### src/rtl/smg_scan_module.sv
// smg_scan_module: time-multiplexed driver for a 4-digit 7-segment LED module.
// Each digit is lit for T1MS+1 clocks. The packed-BCD input is snapshotted once
// per 4-digit frame, so a frame never mixes old and new digits.
// Ports:
//   CLK        system clock
//   RSTn       asynchronous active-low reset
//   Number_Sig packed BCD, [3:0] is digit 0 (rightmost)
//   Blank_En   leading-zero blanking enable, sampled at each digit tick
//   Dp_Sig     per-digit decimal point, present only with SMG_DP_EN defined
//   SMG_Data   segments {dp,g,f,e,d,c,b,a}, polarity from SEG_ACTIVE_LOW
//   Scan_Sig   digit selects, bit k = digit k, polarity from DIG_ACTIVE_LOW
//   Frame_Tick one-clock pulse on the edge that takes a new snapshot
// Optional feature macro: SMG_DP_EN (adds Dp_Sig and drives dp from it).
module smg_scan_module #(
    parameter logic [15:0] T1MS           = 16'd49_999,
    parameter bit          SEG_ACTIVE_LOW = 1'b1,
    parameter bit          DIG_ACTIVE_LOW = 1'b1
) (
    input  logic        CLK,
    input  logic        RSTn,
    input  logic [15:0] Number_Sig,
    input  logic        Blank_En,
`ifdef SMG_DP_EN
    input  logic [3:0]  Dp_Sig,
`endif
    output logic [7:0]  SMG_Data,
    output logic [3:0]  Scan_Sig,
    output logic        Frame_Tick
);
    localparam logic [7:0] SEG_OFF = SEG_ACTIVE_LOW ? 8'hFF : 8'h00;
    localparam logic [3:0] DIG_OFF = DIG_ACTIVE_LOW ? 4'hF : 4'h0;

    logic [15:0] c1;
    logic [1:0]  idx;
    logic [15:0] snap;
    logic        tick;
    logic        frame_start;
    logic [1:0]  nxt_idx;
    logic [15:0] src;
    logic [3:0]  nib;
    logic        z1, z2, z3;
    logic        blank;
    logic        dp_bit;
    logic [7:0]  seg_hi;
    logic [3:0]  sel;
`ifdef SMG_DP_EN
    logic [3:0]  dp_snap;
    logic [3:0]  dp_src;
`endif

    function automatic logic [6:0] dec7(input logic [3:0] d);
        case (d)
            4'd0:    dec7 = 7'h3F;
            4'd1:    dec7 = 7'h06;
            4'd2:    dec7 = 7'h5B;
            4'd3:    dec7 = 7'h4F;
            4'd4:    dec7 = 7'h66;
            4'd5:    dec7 = 7'h6D;
            4'd6:    dec7 = 7'h7D;
            4'd7:    dec7 = 7'h07;
            4'd8:    dec7 = 7'h7F;
            4'd9:    dec7 = 7'h6F;
            default: dec7 = 7'h40;
        endcase
    endfunction

    always_comb begin
        tick        = (c1 == T1MS);
        frame_start = tick && (idx == 2'd3);
        nxt_idx     = idx + 2'd1;
        // at frame start digit 0 is decoded from the value being captured now
        src         = frame_start ? Number_Sig : snap;
        nib         = src[{nxt_idx, 2'b00} +: 4];
        z3          = (src[15:12] == 4'd0);
        z2          = z3 && (src[11:8] == 4'd0);
        z1          = z2 && (src[7:4] == 4'd0);
        blank       = Blank_En && ((nxt_idx == 2'd3) ? z3 :
                                   (nxt_idx == 2'd2) ? z2 :
                                   (nxt_idx == 2'd1) ? z1 : 1'b0);
`ifdef SMG_DP_EN
        dp_src      = frame_start ? Dp_Sig : dp_snap;
        dp_bit      = dp_src[nxt_idx];
`else
        dp_bit      = 1'b0;
`endif
        seg_hi      = {dp_bit, blank ? 7'h00 : dec7(nib)};
        sel         = 4'b0001 << nxt_idx;
    end

    always_ff @(posedge CLK or negedge RSTn) begin
        if (!RSTn) begin
            c1         <= 16'd0;
            idx        <= 2'd3;
            snap       <= 16'h0000;
            Frame_Tick <= 1'b0;
            SMG_Data   <= SEG_OFF;
            Scan_Sig   <= DIG_OFF;
`ifdef SMG_DP_EN
            dp_snap    <= 4'h0;
`endif
        end else begin
            c1         <= tick ? 16'd0 : c1 + 16'd1;
            Frame_Tick <= frame_start;
            if (tick) begin
                idx      <= nxt_idx;
                SMG_Data <= SEG_ACTIVE_LOW ? ~seg_hi : seg_hi;
                Scan_Sig <= DIG_ACTIVE_LOW ? ~sel : sel;
            end
            if (frame_start) begin
                snap    <= Number_Sig;
`ifdef SMG_DP_EN
                dp_snap <= Dp_Sig;
`endif
            end
        end
    end
endmodule

### config.mk
export PLATFORM = sky130hd
export DESIGN_NAME = smg_scan_module
export DESIGN_NICKNAME = d
export VERILOG_FILES = /design/src/rtl/smg_scan_module.sv
export SDC_FILE = /design/constraint.sdc
export NUM_CORES = 1
export LEC_CHECK = 0
export CORE_UTILIZATION = 49
export DETAILED_ROUTE_END_ITERATION = 10
export PLACE_DENSITY = 0.75
export SYNTH_ARGS = -nofsm -noshare
export SYNTH_HDL_FRONTEND = slang
export SYNTH_SLANG_ARGS = --single-unit
### constraint.sdc
create_clock -name CLK -period 3.5 [get_ports CLK]
set_clock_uncertainty 0.15 [all_clocks]
set_input_delay 1.05 -clock CLK [delete_from_list [all_inputs] [get_ports CLK]]
set_output_delay 1.05 -clock CLK [all_outputs]
set_load 0.05 [all_outputs]
* Word level (Yosys, flattened, before mapping)
Memories as Yosys holds them, arrays and structs flattened.
Index checks and enable logic that the tools add are counted.
** Word-level totals
- Input bits :: 19
- Output and inout port bits :: 13
- Register bits after elaboration :: 47
- ROM bits :: 112
- Memories kept :: 1
** Cells by class
- Reductions and logical operators :: 7
- Add/subtract/negate cells :: 2
- Shift-type cells :: 2
- Equal/unequal tests :: 5
- Bitwise operators :: 2
- Multiplexer cells :: 6
** Memory list
- (no name shown) :: depth 16, bits a word 7, rd ports 1, clocked after Yosys merged registers in 0, write ports 0, RTL line 52 : case (d)
** Operator list (count)
- $mux W16 :: 2
- $add A16 B1 Y16 const B :: 1
- $eq A16 B16 Y1 const B :: 1
- $shiftx A16 B5 Y4 :: 1
- $logic_not A4 Y1 :: 3
- $not A7 Y8 :: 1
- $mux W7 :: 1
- $eq A2 B2 Y1 const B :: 3
- $logic_and A1 B1 Y1 :: 4
- $not A4 Y4 :: 1
- $shl A1 B2 Y4 const A :: 1
- $mux W1 :: 3
- $add A2 B1 Y2 const B :: 1
- $eq A2 B1 Y1 const B :: 1

* Depth between registers and ports, before layout
- Depth in word-level cells :: 12
- Mapped depth :: 13

* Worst setup path after synthesis
Ideal clock, no wire load.
- Path kind :: register to register
- From :: register c1[5]
- To :: register SMG_Data[6]
- Data required time :: 3.274 ns
- Library setup time :: 0.076 ns
- Path slack :: -0.026 ns
- Buffers on the path :: 2
- Arrival :: 3.299 ns
- Stages on the path, launching flop included :: 11
- Cell sequence :: dfrtp_1 > or4_4 > nor4_4 > buf_6 > buf_2 > mux2_2 > mux4_2 > ha_1 > mux2_2 > a21oi_1 > nor2_1
** On the way
- Cells in the longest elaborated chain, start to end :: 12
- Elaborated cells on any way between the ends :: 16
- Those cells by class :: 1 x eq/ne; 1 x shift; 5 x mux; 1 x bitwise; 7 x reduce/logical; 1 x memory
** RTL lines
- start, declared :: RTL line 33 : logic [15:0] c1;
- start signal, assigned :: RTL line 102 : c1 <= tick ? 16'd0 : c1 + 16'd1;
- $eq A16 B16 Y1 (*) :: RTL line 68 : tick = (c1 == T1MS);
- $logic_and A1 B1 Y1 (*) :: RTL line 69 : frame_start = tick && (idx == 2'd3);
- $mux W16 (*)
- net src[8] :: RTL line 39 : logic [15:0] src;
- parallel branches: the longest is 7 deep, another holds $mem_v2 Z16 W7
- $mux W7 (*) :: RTL line 86 : seg_hi = {dp_bit, blank ? 7'h00 : dec7(nib)};
- $not A7 Y8 (*) :: RTL line 106 : SMG_Data <= SEG_ACTIVE_LOW ? ~seg_hi : seg_hi;
- end signal, assigned :: RTL line 106
- end, declared :: RTL line 26 : output logic [7:0] SMG_Data,
Mark *: on every way through the listed nets, which the timed path passes.
A chain may end at the register's enable or synchronous reset.

* Worst setup path in the final report
- From :: register c1[8]
- To :: register SMG_Data[3]
The elaborated chain is that of the path after synthesis.

==> metrics.txt <==
status=completed; overall global routing resource usage=19.3%; die area=0.00511 mm²; Hold WC Path Type=flop to flop; IO Port Bufs=30; first-pass GRT wire length=7590 µm; critical path's top delay family=simple AND/OR/NAND/NOR gates; antenna viol nets, final=0; PD cells=310 mW/mm²; layout cells sized above 1=22.0%; slowest stage delay, CP=0.58 ns; largest net degree at the start of global routing=39; Distinct cells, synth=37; MaxCap Viol Count=0; Slew Limit Fails=0; worst-margin pin slew=0.841 ns; crit-path max FO=24; Die Ht=71.5 µm; CP Launch Type=flop; detailed placement HPWL=3150 µm; CTS tree=yes; unrepaired setup endpoints after global routing=false; routability cong.=0.772; FF-to-FF Start=c1[8]$_DFF_PN0_; crit path time final=3.34 ns; Seq cells post-synth=46; starting density of the core=52.5%; Vias=1595; Synth Cell Area=0.00236 mm²; Placed Cells=289; Reg clk slew, reported paths=0.08 ns; Final Hold Violating Endpoints=0; count of non-filler cells in the finished layout=297; CP max stage cell=or4bb_4; DRC viols=0; core area=0.00450 mm²; hold_sp=snap[3]$_DFF_PN0_; top_reg_cell synth=dfrtp_1; # diodes=0; Clock Latency Late Sink=0.30 ns; cts bufs inserted=5; Synth Net Count=236; Post-CTS Setup Repair Bufs=0; H-tree Lvls=2; EDFF count, synth=0; Worst Setup End Kind=flop; sequential-to-total area share from yosys stat=49.4%; WL/cell=14.7 µm; First-pass DRT Iterations=4; area growth from synthesis to layout=20.1%; vias in the first global route=1641; grt ovf=0; CTS Buffer Depth=2; Mapped Cells=207; Post-DP Area=0.00275 mm²; initial antenna violation count=0; Max Freq=300 MHz; pre-CTS worst setup slack=0.183 ns; post-route cell area=0.00284 mm²; clock root cell=clkbuf_8; routed vias/inst=5.37; Die Wd=71.5 µm; final wirelength=4350 µm; # fillers=386; IR drop worst, VDD=224 µV; Site Rows=24; clk sinks=46; Leak=1.32 nW; YS warnings=0; final setup vio count=0; Worst Path Buf+Inv=2; fin worst setup slack=0.164 ns; Arr. time, crit path=3.42 ns; Post-synth ARST share=100%; max_slew headroom=43.9%; Required @ worst endpoint=3.58 ns; post-route setup TNS=0 ns; critical path launch point=c1[8]$_DFF_PN0_; fin crit share=95.3%; crit path cell chain=or4bb_4 -> nor4_4 -> buf_12 -> mux2_2 -> mux4_2 -> inv_1 -> ha_1 -> nor2_1 -> o21ai_0 -> a21oi_1; reg-to-reg setup timing slack=0.16 ns; DR iter-0 viols=86; Post-Syn Area per Cell=11.4 µm²; final layout net count=273; Top-Level Pins=32; WS Path Type=flop to flop
## cells in the final DEF (no fill, tap or decap), types with 3 or more instances in the layout
master           instances
clkbuf_8                 5
xor2_1                  10
mux2i_1                  8
clkdlybuf4s50_1         29
nand2_1                 13
and3_1                   3
nor3_1                   4
xnor2_1                  5
or2_2                    3
nor2_1                  28
mux4_2                   3
buf_4                    6
mux2_2                  14
o21ai_0                  5
nand3_1                  8
ha_1                    10
dfstp_2                 13
and2_1                   3
a21oi_1                  7
inv_1                   12
dfrtp_1                 33
mux4_1                   3
## sequential cells by signal (all words and copies together), names as in the netlist
signal / cells
idx: 2
SMG_Data: 7
c1: 16
snap: 16
Frame_Tick: 1
Scan_Sig: 4
## logic make-up (layout without fill, tap and decap cells)
kind of cell    count (synthesis)  in the layout  share of synthesized area (%)
simple gates                   69             69                           14.7
flops                          46             46                           49.4
mux                            29             29                           16.7
buf+inv                        19             57                           3.55
compound gates                 18             18                           4.71
xor+xnor                       15             15                           5.56
fa+ha+maj                      10             10                           5.29
other cells                     1              1                          0.159
## worst paths after layout
path | to | cells past startpoint
worst max-delay path | SMG_Data[3]$_DFFE_PN1N_ | 10
worst min-delay path | snap[3]$_DFF_PN0_ | 2
worst max register to register | SMG_Data[3]$_DFFE_PN1N_ | 10
worst min register to register | snap[3]$_DFF_PN0_ | 2
max in group asynchronous | Scan_Sig[3]$_DFFE_PN1N_ | 2
min in group asynchronous | c1[3]$_DFF_PN0_ | 1
## final cells by class
cell class	instances	area [µm²]	area share (%)
well taps	52	65.1	2.29
flip-flops and latches	46	1170	41.1
multi-input cells	142	1120	39.4
clock inverters	2	8.76	0.309
inverters	12	45.0	1.59
repair buffers	37	360	12.7
clock buffers	6	72.6	2.56
## through the flow
stage / power (mW) / util [%] / hold WS [ns]
2_1_floorplan: 0.547 / - / 0.292
3_3_place_gp: 0.580 / 61.1 / 0.317
3_5_place_dp: 0.581 / 61.1 / 0.315
4_1_cts: 0.895 / 62.9 / 0.335
5_1_grt: 0.915 / 63.0 / 0.354
6_report: 0.879 / 63.0 / 0.332
## power breakdown
group | switching [mW] | internal, mW | leakage [nW]
sequential | 0 | 0.532 | 0.582
combinational | 0.0187 | 0.0191 | 0.695
clock | 0.172 | 0.138 | 0.0426
## metal layers
| layer | up-vias | global-route usage (%) | part of all wire, % |
|---|---|---|---|
| met4 | 0 | 9.37 | 2.0 |
| met1 | 773 | 26.9 | 50 |
| met5 | - | 0 | 0 |
| met2 | 31 | 29.9 | 46 |
| li1 | 783 | - | - |
| met3 | 8 | 2.81 | 2.9 |
## repair_timing
| action | in CTS | in global routing |
|---|---|---|
| hold buffers | 0 | 0 |
| gates resized for setup | 0 | 1 |
| setup endpoints to repair | 0 | 2 |
## tightest hold or removal path: cells and delay by family (launching register included)
kind	cells	cell delay (ns)
mux	1	0.08
buf+inv	1	0.05
flops	1	0.32
## synth_stat cells, types with 3 or more instances
library cell  instances  area share (%)
mux4_1                3             3.3
nand3_1               8             1.7
xor2_1               10             3.7
mux2i_1               9             3.8
nand2_1              13             2.1
mux2_2               14             6.7
clkbuf_1              4            0.64
mux4_2                3             2.9
and2_1                3            0.79
nor2_1               28             4.4
dfstp_2              13              14
inv_1                12             1.9
nor3_1                4            0.85
ha_1                 10             5.3
xnor2_1               5             1.9
or2_2                 3            0.79
and3_1                3            0.79
o21ai_0               5             1.1
a21oi_1               7             1.5
dfrtp_1              33              35
Note: power is estimated with default switching activity, not from simulation.
